===== config.mk =====
export PLATFORM = sky130hd
export DESIGN_NAME = ysyx_22040175_hazard_ctrl_flat
export DESIGN_NICKNAME = d
export VERILOG_FILES = /design/src/rtl/ysyx_22040175_pipe_pkg.sv /design/src/rtl/ysyx_22040175_hazard_ctrl_if.sv /design/src/rtl/ysyx_22040175_hazard_match.sv /design/src/rtl/ysyx_22040175_hazard_ctrl.sv /design/src/flat_wrapper.sv
export SDC_FILE = /design/constraint.sdc
export NUM_CORES = 1
export LEC_CHECK = 0
export CAP_MARGIN = 20
export CORE_ASPECT_RATIO = 1.5
export CORE_MARGIN = 4
export CORE_UTILIZATION = 53
export CTS_CLUSTER_SIZE = 12
export DETAILED_ROUTE_END_ITERATION = 10
export HOLD_SLACK_MARGIN = 0.08
export PLACE_DENSITY = 0.85
export SLEW_MARGIN = 20
export SYNTH_ARGS = -nofsm -noshare
export SYNTH_HDL_FRONTEND = slang
export SYNTH_SLANG_ARGS = --single-unit

===== constraint.sdc =====
create_clock -name clk -period 6.06 [get_ports clk]
set_clock_uncertainty 0.15 [all_clocks]
set_input_delay 0.909 -clock clk [delete_from_list [all_inputs] [get_ports clk]]
set_output_delay 0.909 -clock clk [all_outputs]
set_load 0.01 [all_outputs]

===== src/rtl/ysyx_22040175_pipe_pkg.sv =====
// rtl/ysyx_22040175_pipe_pkg.sv - shared pipeline tracker types and stage indices
//
// Contents:
//   TRACK_RD_W    - stored rd width; REG_ADDR_WIDTH up to 8 is zero-extended into it
//   STG_EX/STG_MEM - tracker stage indices shared with the stage registers
//   FWD_RF        - forward select value meaning "read the register file"
//   track_entry_t - one in-flight producer {valid, rd, wen, is_load}
package ysyx_22040175_pipe_pkg;

    localparam int TRACK_RD_W = 8;

    localparam int STG_EX  = 1;
    localparam int STG_MEM = 2;

    localparam int FWD_RF = 0;

    typedef struct packed {
        logic                  valid;
        logic [TRACK_RD_W-1:0] rd;
        logic                  wen;
        logic                  is_load;
    } track_entry_t;

endpackage


===== src/rtl/ysyx_22040175_hazard_ctrl_if.sv =====
// rtl/ysyx_22040175_hazard_ctrl_if.sv - ID-stage operand info in, hazard controls out
//
// master: pipeline side, drives ID info and ex_redirect, receives controls
// slave : hazard controller side
interface ysyx_22040175_hazard_ctrl_if #(
    parameter int REG_ADDR_WIDTH = 5,
    parameter int NUM_STAGES     = 3,
    parameter int FWD_W          = $clog2(NUM_STAGES + 1)
);
    logic                      id_valid;
    logic [REG_ADDR_WIDTH-1:0] id_rs1;
    logic [REG_ADDR_WIDTH-1:0] id_rs2;
    logic                      id_rs1_used;
    logic                      id_rs2_used;
    logic [REG_ADDR_WIDTH-1:0] id_rd;
    logic                      id_wen;
    logic                      id_is_load;
    logic                      ex_redirect;
    logic                      stall_if_id;
    logic                      bubble_id_ex;
    logic                      flush_if_id;
    logic [FWD_W-1:0]          fwd_sel1;
    logic [FWD_W-1:0]          fwd_sel2;
    logic [31:0]               stall_cnt;

    modport master (
        output id_valid, id_rs1, id_rs2, id_rs1_used, id_rs2_used,
               id_rd, id_wen, id_is_load, ex_redirect,
        input  stall_if_id, bubble_id_ex, flush_if_id, fwd_sel1, fwd_sel2, stall_cnt
    );

    modport slave (
        input  id_valid, id_rs1, id_rs2, id_rs1_used, id_rs2_used,
               id_rd, id_wen, id_is_load, ex_redirect,
        output stall_if_id, bubble_id_ex, flush_if_id, fwd_sel1, fwd_sel2, stall_cnt
    );
endinterface


===== src/rtl/ysyx_22040175_hazard_match.sv =====
// rtl/ysyx_22040175_hazard_match.sv - per-operand tracker match and priority encoder
//
// Inputs : trk (tracker entries 1..NUM_STAGES), rs, rs_used, id_valid
// Outputs: match, win_idx (youngest matching stage), load_not_ready
module ysyx_22040175_hazard_match
    import ysyx_22040175_pipe_pkg::*;
#(
    parameter int REG_ADDR_WIDTH   = 5,
    parameter int NUM_STAGES       = 3,
    parameter int LOAD_READY_STAGE = STG_MEM,
    parameter int FWD_W            = $clog2(NUM_STAGES + 1)
) (
    input  track_entry_t [NUM_STAGES:1] trk,
    input  logic [REG_ADDR_WIDTH-1:0]   rs,
    input  logic                        rs_used,
    input  logic                        id_valid,
    output logic                        match,
    output logic [FWD_W-1:0]            win_idx,
    output logic                        load_not_ready
);

    logic [TRACK_RD_W-1:0] rs_ext;
    logic                  win_load;

    assign rs_ext = TRACK_RD_W'(rs);

    // Scan oldest to youngest so the lowest matching stage overwrites the rest.
    always_comb begin
        match    = 1'b0;
        win_idx  = '0;
        win_load = 1'b0;
        for (int k = NUM_STAGES; k >= 1; k--) begin
            if (id_valid && rs_used && trk[k].valid && trk[k].wen &&
                (trk[k].rd != '0) && (trk[k].rd == rs_ext)) begin
                match    = 1'b1;
                win_idx  = FWD_W'(k);
                win_load = trk[k].is_load;
            end
        end
    end

    assign load_not_ready = match && win_load && (int'(win_idx) < LOAD_READY_STAGE);

endmodule


===== src/rtl/ysyx_22040175_hazard_ctrl.sv =====
// rtl/ysyx_22040175_hazard_ctrl.sv - pipeline hazard, stall and forwarding controller
//
// Ports: clk, rst (async, active high), hz (ysyx_22040175_hazard_ctrl_if.slave)
// Macro YSYX_22040175_FWD_EN: defined -> forwarding with load-use stalls;
// undefined -> forward selects tied to 0, any match interlocks until the
// producer leaves the tracker.
module ysyx_22040175_hazard_ctrl
    import ysyx_22040175_pipe_pkg::*;
#(
    parameter int REG_ADDR_WIDTH   = 5,
    parameter int NUM_STAGES       = 3,
    parameter int LOAD_READY_STAGE = STG_MEM,
    parameter int FWD_W            = $clog2(NUM_STAGES + 1)
) (
    input logic                       clk,
    input logic                       rst,
    ysyx_22040175_hazard_ctrl_if.slave hz
);

    track_entry_t [NUM_STAGES:1] trk;
    track_entry_t                new_entry;

    logic             match1, match2;
    logic             lnr1, lnr2;
    logic [FWD_W-1:0] idx1, idx2;
    logic             data_hazard;
    logic             bubble;
    logic [31:0]      stall_cnt_q;

    ysyx_22040175_hazard_match #(
        .REG_ADDR_WIDTH  (REG_ADDR_WIDTH),
        .NUM_STAGES      (NUM_STAGES),
        .LOAD_READY_STAGE(LOAD_READY_STAGE),
        .FWD_W           (FWD_W)
    ) u_match_rs1 (
        .trk           (trk),
        .rs            (hz.id_rs1),
        .rs_used       (hz.id_rs1_used),
        .id_valid      (hz.id_valid),
        .match         (match1),
        .win_idx       (idx1),
        .load_not_ready(lnr1)
    );

    ysyx_22040175_hazard_match #(
        .REG_ADDR_WIDTH  (REG_ADDR_WIDTH),
        .NUM_STAGES      (NUM_STAGES),
        .LOAD_READY_STAGE(LOAD_READY_STAGE),
        .FWD_W           (FWD_W)
    ) u_match_rs2 (
        .trk           (trk),
        .rs            (hz.id_rs2),
        .rs_used       (hz.id_rs2_used),
        .id_valid      (hz.id_valid),
        .match         (match2),
        .win_idx       (idx2),
        .load_not_ready(lnr2)
    );

`ifdef YSYX_22040175_FWD_EN
    assign data_hazard = lnr1 | lnr2;
    // A load that is not ready yet must not be forwarded from a stale stage.
    assign hz.fwd_sel1 = (match1 && !lnr1) ? idx1 : FWD_W'(FWD_RF);
    assign hz.fwd_sel2 = (match2 && !lnr2) ? idx2 : FWD_W'(FWD_RF);
`else
    logic unused_fwd;
    assign unused_fwd  = ^{idx1, idx2, lnr1, lnr2};
    assign data_hazard = match1 | match2;
    assign hz.fwd_sel1 = FWD_W'(FWD_RF);
    assign hz.fwd_sel2 = FWD_W'(FWD_RF);
`endif

    // The redirect squashes the ID instruction, so holding IF/ID would be wrong.
    assign bubble          = data_hazard | hz.ex_redirect;
    assign hz.stall_if_id  = data_hazard & ~hz.ex_redirect;
    assign hz.bubble_id_ex = bubble;
    assign hz.flush_if_id  = hz.ex_redirect;
    assign hz.stall_cnt    = stall_cnt_q;

    always_comb begin
        new_entry = '0;
        if (hz.id_valid && !bubble) begin
            new_entry.valid   = 1'b1;
            new_entry.rd      = TRACK_RD_W'(hz.id_rd);
            new_entry.wen     = hz.id_wen;
            new_entry.is_load = hz.id_is_load;
        end
    end

    always_ff @(posedge clk or posedge rst) begin
        if (rst) begin
            trk <= '0;
        end else begin
            for (int k = NUM_STAGES; k >= 2; k--) begin
                trk[k] <= trk[k-1];
            end
            trk[STG_EX] <= new_entry;
        end
    end

    always_ff @(posedge clk or posedge rst) begin
        if (rst) begin
            stall_cnt_q <= '0;
        end else if (hz.stall_if_id) begin
            stall_cnt_q <= stall_cnt_q + 32'd1;
        end
    end

endmodule


===== src/flat_wrapper.sv =====
// flat-port wrapper written by rule: the top's interface ports become plain ports
module ysyx_22040175_hazard_ctrl_flat import ysyx_22040175_pipe_pkg::*;
#(
    parameter int REG_ADDR_WIDTH   = 5,
    parameter int NUM_STAGES       = 3,
    parameter int LOAD_READY_STAGE = STG_MEM,
    parameter int FWD_W            = $clog2(NUM_STAGES + 1)
)
  (clk, rst, hz_id_valid, hz_id_rs1, hz_id_rs2, hz_id_rs1_used, hz_id_rs2_used, hz_id_rd, hz_id_wen, hz_id_is_load, hz_ex_redirect, hz_stall_if_id, hz_bubble_id_ex, hz_flush_if_id, hz_fwd_sel1, hz_fwd_sel2, hz_stall_cnt);
  ysyx_22040175_hazard_ctrl_if #(.REG_ADDR_WIDTH(REG_ADDR_WIDTH), .NUM_STAGES(NUM_STAGES), .FWD_W(FWD_W)) hz_i ();
  input logic clk;
  input logic rst;
  input wire logic [$bits(hz_i.id_valid)-1:0] hz_id_valid;
  input wire logic [$bits(hz_i.id_rs1)-1:0] hz_id_rs1;
  input wire logic [$bits(hz_i.id_rs2)-1:0] hz_id_rs2;
  input wire logic [$bits(hz_i.id_rs1_used)-1:0] hz_id_rs1_used;
  input wire logic [$bits(hz_i.id_rs2_used)-1:0] hz_id_rs2_used;
  input wire logic [$bits(hz_i.id_rd)-1:0] hz_id_rd;
  input wire logic [$bits(hz_i.id_wen)-1:0] hz_id_wen;
  input wire logic [$bits(hz_i.id_is_load)-1:0] hz_id_is_load;
  input wire logic [$bits(hz_i.ex_redirect)-1:0] hz_ex_redirect;
  output wire logic [$bits(hz_i.stall_if_id)-1:0] hz_stall_if_id;
  output wire logic [$bits(hz_i.bubble_id_ex)-1:0] hz_bubble_id_ex;
  output wire logic [$bits(hz_i.flush_if_id)-1:0] hz_flush_if_id;
  output wire logic [$bits(hz_i.fwd_sel1)-1:0] hz_fwd_sel1;
  output wire logic [$bits(hz_i.fwd_sel2)-1:0] hz_fwd_sel2;
  output wire logic [$bits(hz_i.stall_cnt)-1:0] hz_stall_cnt;
  assign hz_i.id_valid = hz_id_valid;
  assign hz_i.id_rs1 = hz_id_rs1;
  assign hz_i.id_rs2 = hz_id_rs2;
  assign hz_i.id_rs1_used = hz_id_rs1_used;
  assign hz_i.id_rs2_used = hz_id_rs2_used;
  assign hz_i.id_rd = hz_id_rd;
  assign hz_i.id_wen = hz_id_wen;
  assign hz_i.id_is_load = hz_id_is_load;
  assign hz_i.ex_redirect = hz_ex_redirect;
  assign hz_stall_if_id = hz_i.stall_if_id;
  assign hz_bubble_id_ex = hz_i.bubble_id_ex;
  assign hz_flush_if_id = hz_i.flush_if_id;
  assign hz_fwd_sel1 = hz_i.fwd_sel1;
  assign hz_fwd_sel2 = hz_i.fwd_sel2;
  assign hz_stall_cnt = hz_i.stall_cnt;
  ysyx_22040175_hazard_ctrl #(.REG_ADDR_WIDTH(REG_ADDR_WIDTH), .NUM_STAGES(NUM_STAGES), .LOAD_READY_STAGE(LOAD_READY_STAGE), .FWD_W(FWD_W)) u_core (.clk(clk), .rst(rst), .hz(hz_i));
endmodule

==> metrics.md, run 1 <==
| Metric | Value |
|---|---|
| Status | `complete, no violations` |
| Number of synthesized register bits | `53` |
| R2R depth | `6` |
| Final Util | `between 70% and 80%` |
| Post-Place Worst Slack | `between 1.5 and 2 ns` |
| Post-Synthesis Cells | `between 200 and 250` |
| RSZ-0062 raised after global routing | `false` |
| Synth cell types | `30` |
| Die Wd | `roughly 64 um` |
| Clock net sink count | `53` |
| Hold Buf Count CTS | `0` |
| Syn_area_per_cell | `11.2 um2` |
| Largest net degree at the start of global routing | `54` |
| WP data required | `~5 ns` |
| Die area | `approximately 0.0060 mm2` |
| Filler cells | `between 300 and 400` |
| CTS Buffer Depth | `2` |
| WP buf/inv | `3` |
| Insertion delay to the later sink of the worst-skew pair | `around 0.30 ns` |
| Vias in the first global route | `1996` |
| Max Slew Vio Count | `0` |
| First drt pass iteration count | `4` |
| Clock network fraction of total power | `36.7%` |
| Setup Fix Bufs, Post-CTS | `0` |
| # H-tree levels | `2` |
| Crit-path max cell delay | `about 0.59 ns` |
| Area of the core | `0.00458 mm2` |
| Yosys warning count | `0` |
| FP Rows | `30` |
| Crit path launch type | `primary input` |
| RePlAce Congestion | `0.859` |
| Vias | `between 1.5k and 2k` |
| Arr. time, crit path | `around 3.4 ns` |
| Max Clock Freq | `0.225 GHz` |
| Initial Utilization | `a little under three fifths` |
| Psw | `roughly 140 uW` |
| Fin. Hold Viols | `0` |
| Final nets | `304` |
| VDD IR-drop max | `around 170 uV` |
| HPWL Detailed | `between 3000 and 4000 um` |
| Diodes inserted | `0` |
| Worst Slack Setup Final | `~1.6 ns` |
| Hold path depth | `0` |
| Area grow syn2layout | `28.3%` |
| DR WL/cell | `about 16 um` |
| Initial drt markers | `between 40 and 50` |
| Remaining global-route overflow | `0` |
| First-pass GRT wire length | `about 9200 um` |
| Final setup violation count | `0` |
| Power Total | `approximately 660 uW` |
| Crit path cell chain | `clkdlybuf4s50_1, xnor2_1, nand4_1, o32ai_1, a222oi_1, buf_4, nor2_1, clkdlybuf4s50_1` |
| Crit-path slowest cell | `clkdlybuf4s50_1` |
| Cell depth of the worst setup path | `8` |
| Worst min-delay path class | `reg2reg` |
| Share of cells above drive strength 1 | `between 4 and 5%` |
| PwrDens | `roughly 200 mW/mm2` |
| CTS buffer count | `5` |
| Final ANT Viol Nets | `0` |
| Clk pin slew, worst setup/hold paths | `0.08 ns` |
| DRT Wirelength | `about 5400 um` |
| Max_cap viols | `0` |
| Pint | `521 uW` |
| Buffers added on ports | `between 50 and 60` |
| Setup TNS | `0 ns` |
| DRC violations left | `0` |
| Mapped cell area | `~0.0025 mm2` |
| Sequential share of power | `between 50% and 60%` |
| Worst-path maximum fanout | `33` |
| Post-CTS sizing | `0` |
| Antenna violations before repair | `0` |
| Least-Margin Pin Slew | `roughly 0.9 ns` |
| CTS Root Cell | `clkbuf_8` |
| Gate power share | `under 10%` |
| CP delay by family, top | `buffers and inverters` |
| Slew headroom | `between 40% and 50%` |
| Part of the cycle the worst path needs | `between 70% and 80%` |
| Die height | `between 90 and 100 um` |
| Global Route Usage Sum | `between 10% and 20%` |
| Crit end category | `output pin` |
| CTS tree | `yes` |
| Via-per-instance ratio | `between 5 and 6` |
| Leak Pwr | `approximately 1.5 nW` |
| Sequential fraction of the synthesis area | `52.4%` |
| Sw frac | `about a fifth` |
| Ports | `between 60 and 70` |
| Tmin final | `between 4 and 5 ns` |
| Most used cell, CP | `clkdlybuf4s50_1` |
| Kind of critical path | `in2out` |
## final cells by class
cell class	count	area, um2	area share [%]
well taps	64	80.1	2.47
multi-input cells	161	1140	35.2
flip-flops and latches	53	1330	40.9
inverters	2	8.76	0.270
clock inverters	2	37.5	1.16
repair buffers	57	568	17.5
clock buffers	6	82.6	2.54
## worst register-to-register path: cells and delay by family (launching register included)
kind | cells | cell delay [ns]
mux | 1 | 0.31
simple gates | 2 | 0.58
flops | 1 | 0.43
buf+inv | 1 | 0.38
compound gates | 2 | 0.65
## final timing paths
| check | start | endpoint | slack (ns) |
|---|---|---|---|
| worst min-delay path | u_core.trk[12]$_DFF_PP0_ | u_core.trk[23]$_DFF_PP0_ | 0.24 |
| worst max-delay path | hz_id_rs1[4] | hz_stall_if_id | 1.61 |
| max in group asynchronous | rst | u_core.trk[32]$_DFF_PP0_ | 4.29 |
| worst min register to register | u_core.trk[12]$_DFF_PP0_ | u_core.trk[23]$_DFF_PP0_ | 0.24 |
| min in group asynchronous | rst | u_core.hz.stall_cnt[31]$_DFFE_PP0P_ | 0.95 |
| worst max register to register | u_core.trk[13]$_DFF_PP0_ | u_core.hz.stall_cnt[1]$_DFFE_PP0P_ | 3.45 |
## stage by stage
stage          instance area (um2)  hold WS, ns  cells
2_1_floorplan                 2540        0.204    228
3_3_place_gp                  3120        0.213    337
3_5_place_dp                  3120        0.225    337
4_1_cts                       3240        0.246    345
5_1_grt                       3250        0.255    345
6_report                      3250        0.241    345
## metal layers
metal	GRT usage (%)	vias up	share of wire, %
met5	0	-	0
met4	7.76	0	2.8
met3	3.40	14	3.6
met2	34.3	55	52
met1	23.8	898	41
li1	-	889	-
## power by group through the flow
| stage | registers, mW | logic, mW | clock network, mW |
|---|---|---|---|
| finish | 0.365 | 0.0530 | 0.242 |
| global route | 0.366 | 0.0584 | 0.269 |
| CTS | 0.365 | 0.0536 | 0.250 |
| detailed placement | 0.372 | 0.0534 | 0 |
| global placement | 0.372 | 0.0530 | 0 |
| floorplan | 0.371 | 0.0302 | 0 |
## Yosys cell counts
cell type | number | area share (%)
nand2b_1 | 1 | 0.25
nand3_1 | 11 | 2.2
nor3_1 | 10 | 2.0
nand4b_1 | 2 | 0.69
o311a_1 | 3 | 1.2
or2_2 | 2 | 0.49
o32ai_1 | 3 | 1.0
nor4b_1 | 5 | 1.7
xnor2_1 | 30 | 10
nor4_1 | 9 | 2.2
ha_1 | 1 | 0.49
xor2_1 | 31 | 11
nand2_1 | 10 | 1.5
a222oi_1 | 1 | 0.40
buf_4 | 5 | 1.5
or3_1 | 3 | 0.74
mux2_2 | 1 | 0.45
nand3b_1 | 1 | 0.30
and3_1 | 2 | 0.49
dfrtp_1 | 53 | 52
clkbuf_1 | 6 | 0.89
conb_1 | 1 | 0.15
inv_1 | 2 | 0.30
and4_1 | 2 | 0.69
nor3b_1 | 1 | 0.30
clkbuf_2 | 1 | 0.20
and3b_1 | 2 | 0.69
and2_1 | 6 | 1.5
nand4_1 | 12 | 3.0
nor2_1 | 8 | 1.2
## state kept, by name, indices dropped and copies added, names as in the netlist
signal               flops
u_core.hz.stall_cnt     32
u_core.trk              21
## cell families (layout without fill, tap and decap cells)
| group | after synthesis | after routing | synth area share (%) |
|---|---|---|---|
| flip-flops | 53 | 53 | 52.4 |
| AND/OR/NAND/NOR | 87 | 87 | 19.9 |
| multiplexers | 1 | 1 | 0.445 |
| AO/OA/AOI/OAI | 7 | 7 | 2.62 |
| buffers and inverters | 14 | 67 | 2.87 |
| XOR/XNOR | 61 | 61 | 21.1 |
| adder cells (fa/ha/maj) | 1 | 1 | 0.494 |
| other | 1 | 4 | 0.148 |
## cells in the final DEF (no fill, tap or decap), drive strengths merged, types with 3 or more instances in the layout
cell type | Yosys | layout
and2 | 6 | 6
clkbuf | 7 | 6
clkdlybuf4s50 | 0 | 56
conb | 1 | 4
dfrtp | 53 | 53
nand2 | 10 | 10
nand3 | 11 | 11
nand4 | 12 | 12
nor2 | 8 | 8
nor3 | 10 | 10
nor4 | 9 | 9
nor4b | 5 | 5
o311a | 3 | 3
o32ai | 3 | 3
or3 | 3 | 3
xnor2 | 30 | 30
xor2 | 31 | 31
Note: power is estimated with default switching activity, not from simulation.
==> run 2, diff against run 1 <==
- CORE_UTILIZATION: 53 -> 49
- PLACE_DENSITY: 0.85 -> 0.79
- clock period: 6.06 -> 4.4 ns (I/O delays scaled with it)
==> run 2 against run 1 <==
Clock power increased by 30%. Final cell count up 0.58%. Flip-flop and latch count stayed put. Critical path type unchanged. Critical endpoint unchanged.
==> metrics.md, run 2 (synthesized netlist as in run 1, its figures left out) <==
| Metric | Value |
|---|---|
| FP Rows | `31 (+3.3%)` |
| Hold WS | `0.233 ns (-0.00794 ns)` |
| Tmin final | `approximately 3.8 ns` |
| CTS buffer count | `5 (unchanged)` |
| Initial drt markers | `64 (+31%)` |
| Post-Place Worst Slack | `0.604 ns (-1.03 ns)` |
| Crit end category | `output pin` |
| Initial Utilization | `51.4% (-3.9 points)` |
| HPWL Detailed | `4110 um (+3.0%)` |
| DR WL/cell | `16.2 um (+3.6%)` |
| Clock net sink count | `53 (unchanged)` |
| Sw frac | `21.6% (+0.49 points)` |
| RePlAce Congestion | `0.806 (-6.1%)` |
| Worst-path maximum fanout | `3 (-91%)` |
| CTS tree | `yes` |
| Post-CTS sizing | `0 (unchanged)` |
| Antenna violations before repair | `0 (unchanged)` |
| Clock network fraction of total power | `35.3% (-1.4 points)` |
| Final ANT Viol Nets | `0 (unchanged)` |
| Buffers added on ports | `56 (unchanged)` |
| Die Wd | `66.7 um (+3.5%)` |
| DRC violations left | `0 (unchanged)` |
| Setup TNS | `0 ns (unchanged)` |
| Remaining global-route overflow | `0 (unchanged)` |
| Via-per-instance ratio | `5.39 (+0.12%)` |
| Placed instance area | `0.00313 mm2 (+0.32%)` |
| Die height | `96.0 um (+3.7%)` |
| RSZ-0062 raised after global routing | `false` |
| Max Clock Freq | `0.263 GHz` |
| Diodes inserted | `0 (unchanged)` |
| Power Total | `891 uW (+35%)` |
| Fin cells | `347 (+0.58%)` |
| Sequential share of power | `56.4% (+1.1 points)` |
| Die area | `0.00640 mm2 (+7.3%)` |
| First drt pass iteration count | `4 (unchanged)` |
| Clk pin slew, worst setup/hold paths | `0.09 ns (about the same)` |
| Arr. time, crit path | `2.99 ns (-0.40 ns)` |
| Max Slew Vio Count | `0 (unchanged)` |
| Filler cells | `409 (+17%)` |
| Vias | `1869 (+0.70%)` |
| Final setup violation count | `0 (unchanged)` |
| Most common cell after layout, fill and taps aside | `clkdlybuf4s50_1` |
| Setup Fix Bufs, Post-CTS | `0 (unchanged)` |
| Final Util | `65.8% (-5.1 points)` |
| Final nets | `305 (+0.33%)` |
| First-pass GRT wire length | `9400 um (+2.4%)` |
| Commonest non-fill, non-tap cells in the layout | `clkdlybuf4s50_1, dfrtp_1, xor2_1` |
| Cell total after placement | `340 (+0.89%)` |
| DRT Wirelength | `5610 um (+4.2%)` |
| Area grow syn2layout | `28.0%` |
| Hold Buf Count CTS | `0 (unchanged)` |
| Share of cells above drive strength 1 | `4.63% (unchanged)` |
| Final non-filler cell area | `0.00324 mm2 (-0.19%)` |
| Crit path launch type | `primary input` |
| Multi-input gate area | `0.00114 mm2 (unchanged)` |
| CTS Root Cell | `clkbuf_8` |
| Insertion delay to the later sink of the worst-skew pair | `0.30 ns (about the same)` |
| Largest net degree at the start of global routing | `54 (unchanged)` |
| VDD IR-drop max | `178 uV (+2.0%)` |
| Global Route Usage Sum | `19.3% (-0.33 points)` |
| Kind of critical path | `in2out` |
| Gate power share | `8.2% (+0.2 points)` |
| Part of the cycle the worst path needs | `roughly 86%` |
| Least-Margin Pin Slew | `0.892 ns (+0.00183 ns)` |
| Vias in the first global route | `2034 (+1.9%)` |
| WP data required | `3.59 ns (-1.41 ns)` |
| Register area | `0.00133 mm2 (unchanged)` |
| Ports | `62 (unchanged)` |
| Fin. Hold Viols | `0 (unchanged)` |
| PwrDens | `275 mW/mm2 (+35%)` |
| Area of the core | `0.00493 mm2 (+7.6%)` |
| Worst Slack Setup Final | `0.602 ns (-1.01 ns)` |
| Slew headroom | `40.5% (-0.12 points)` |
| Psw | `192 uW (+38%)` |
| CTS Buffer Depth | `2 (unchanged)` |
| Worst min-delay path class | `reg2reg` |
| # H-tree levels | `2 (unchanged)` |
| Max_cap viols | `0 (unchanged)` |
| Leak Pwr | `1.47 nW (about the same)` |
| Status | `complete, no violations` |
| Max reg flops | `32 (unchanged)` |
| Pint | `698 uW (+34%)` |
-- run 2: final timing paths --
kind | from | depth (start not counted) | slack, ns | to
setup / recovery | hz_id_rs1[4] | 8 | 0.60 | hz_stall_if_id
hold / removal | u_core.trk[1]$_DFF_PP0_ | 0 | 0.23 | u_core.trk[12]$_DFF_PP0_
setup reg to reg | u_core.trk[13]$_DFF_PP0_ | 7 | 1.74 | u_core.trk[3]$_DFF_PP0_
hold reg to reg | u_core.trk[1]$_DFF_PP0_ | 0 | 0.23 | u_core.trk[12]$_DFF_PP0_
max in group asynchronous | rst | 2 | 2.89 | u_core.hz.stall_cnt[1]$_DFFE_PP0P_
min in group asynchronous | rst | 2 | 0.69 | u_core.trk[3]$_DFF_PP0_
-- run 2: worst max-delay path, stage by stage --
cell,delay (ns)
clkdlybuf4s50_1,0.58
xnor2_1,0.15
nand4_1,0.11
o32ai_1,0.34
a222oi_1,0.15
buf_4,0.17
nor2_1,0.22
clkdlybuf4s50_1,0.60
-- run 2: final cells by class --
class / count / share of cell area (%)
clock buffer: 5 / 2.12
inverter: 2 / 0.270
clock inverter: 2 / 1.08
multi-input combinational: 161 / 35.3
sequential: 53 / 40.9
tap: 66 / 2.55
timing repair buffer: 58 / 17.8
-- run 2: per-layer routing --
metal	vias up	part of all wire [%]	track usage, %
met3	14	4.1	3.39
met4	0	2.8	9.83
met5	-	0	0
met1	888	41	23.5
met2	73	52	32.5
li1	894	-	-
-- run 2: power groups by stage --
stage	logic [mW]	registers [mW]	clock network [mW]
2_1_floorplan	0.0416	0.511	0
3_3_place_gp	0.0733	0.512	0
3_5_place_dp	0.0741	0.513	0
4_1_cts	0.0745	0.503	0.323
5_1_grt	0.0800	0.505	0.348
6_report	0.0732	0.503	0.315
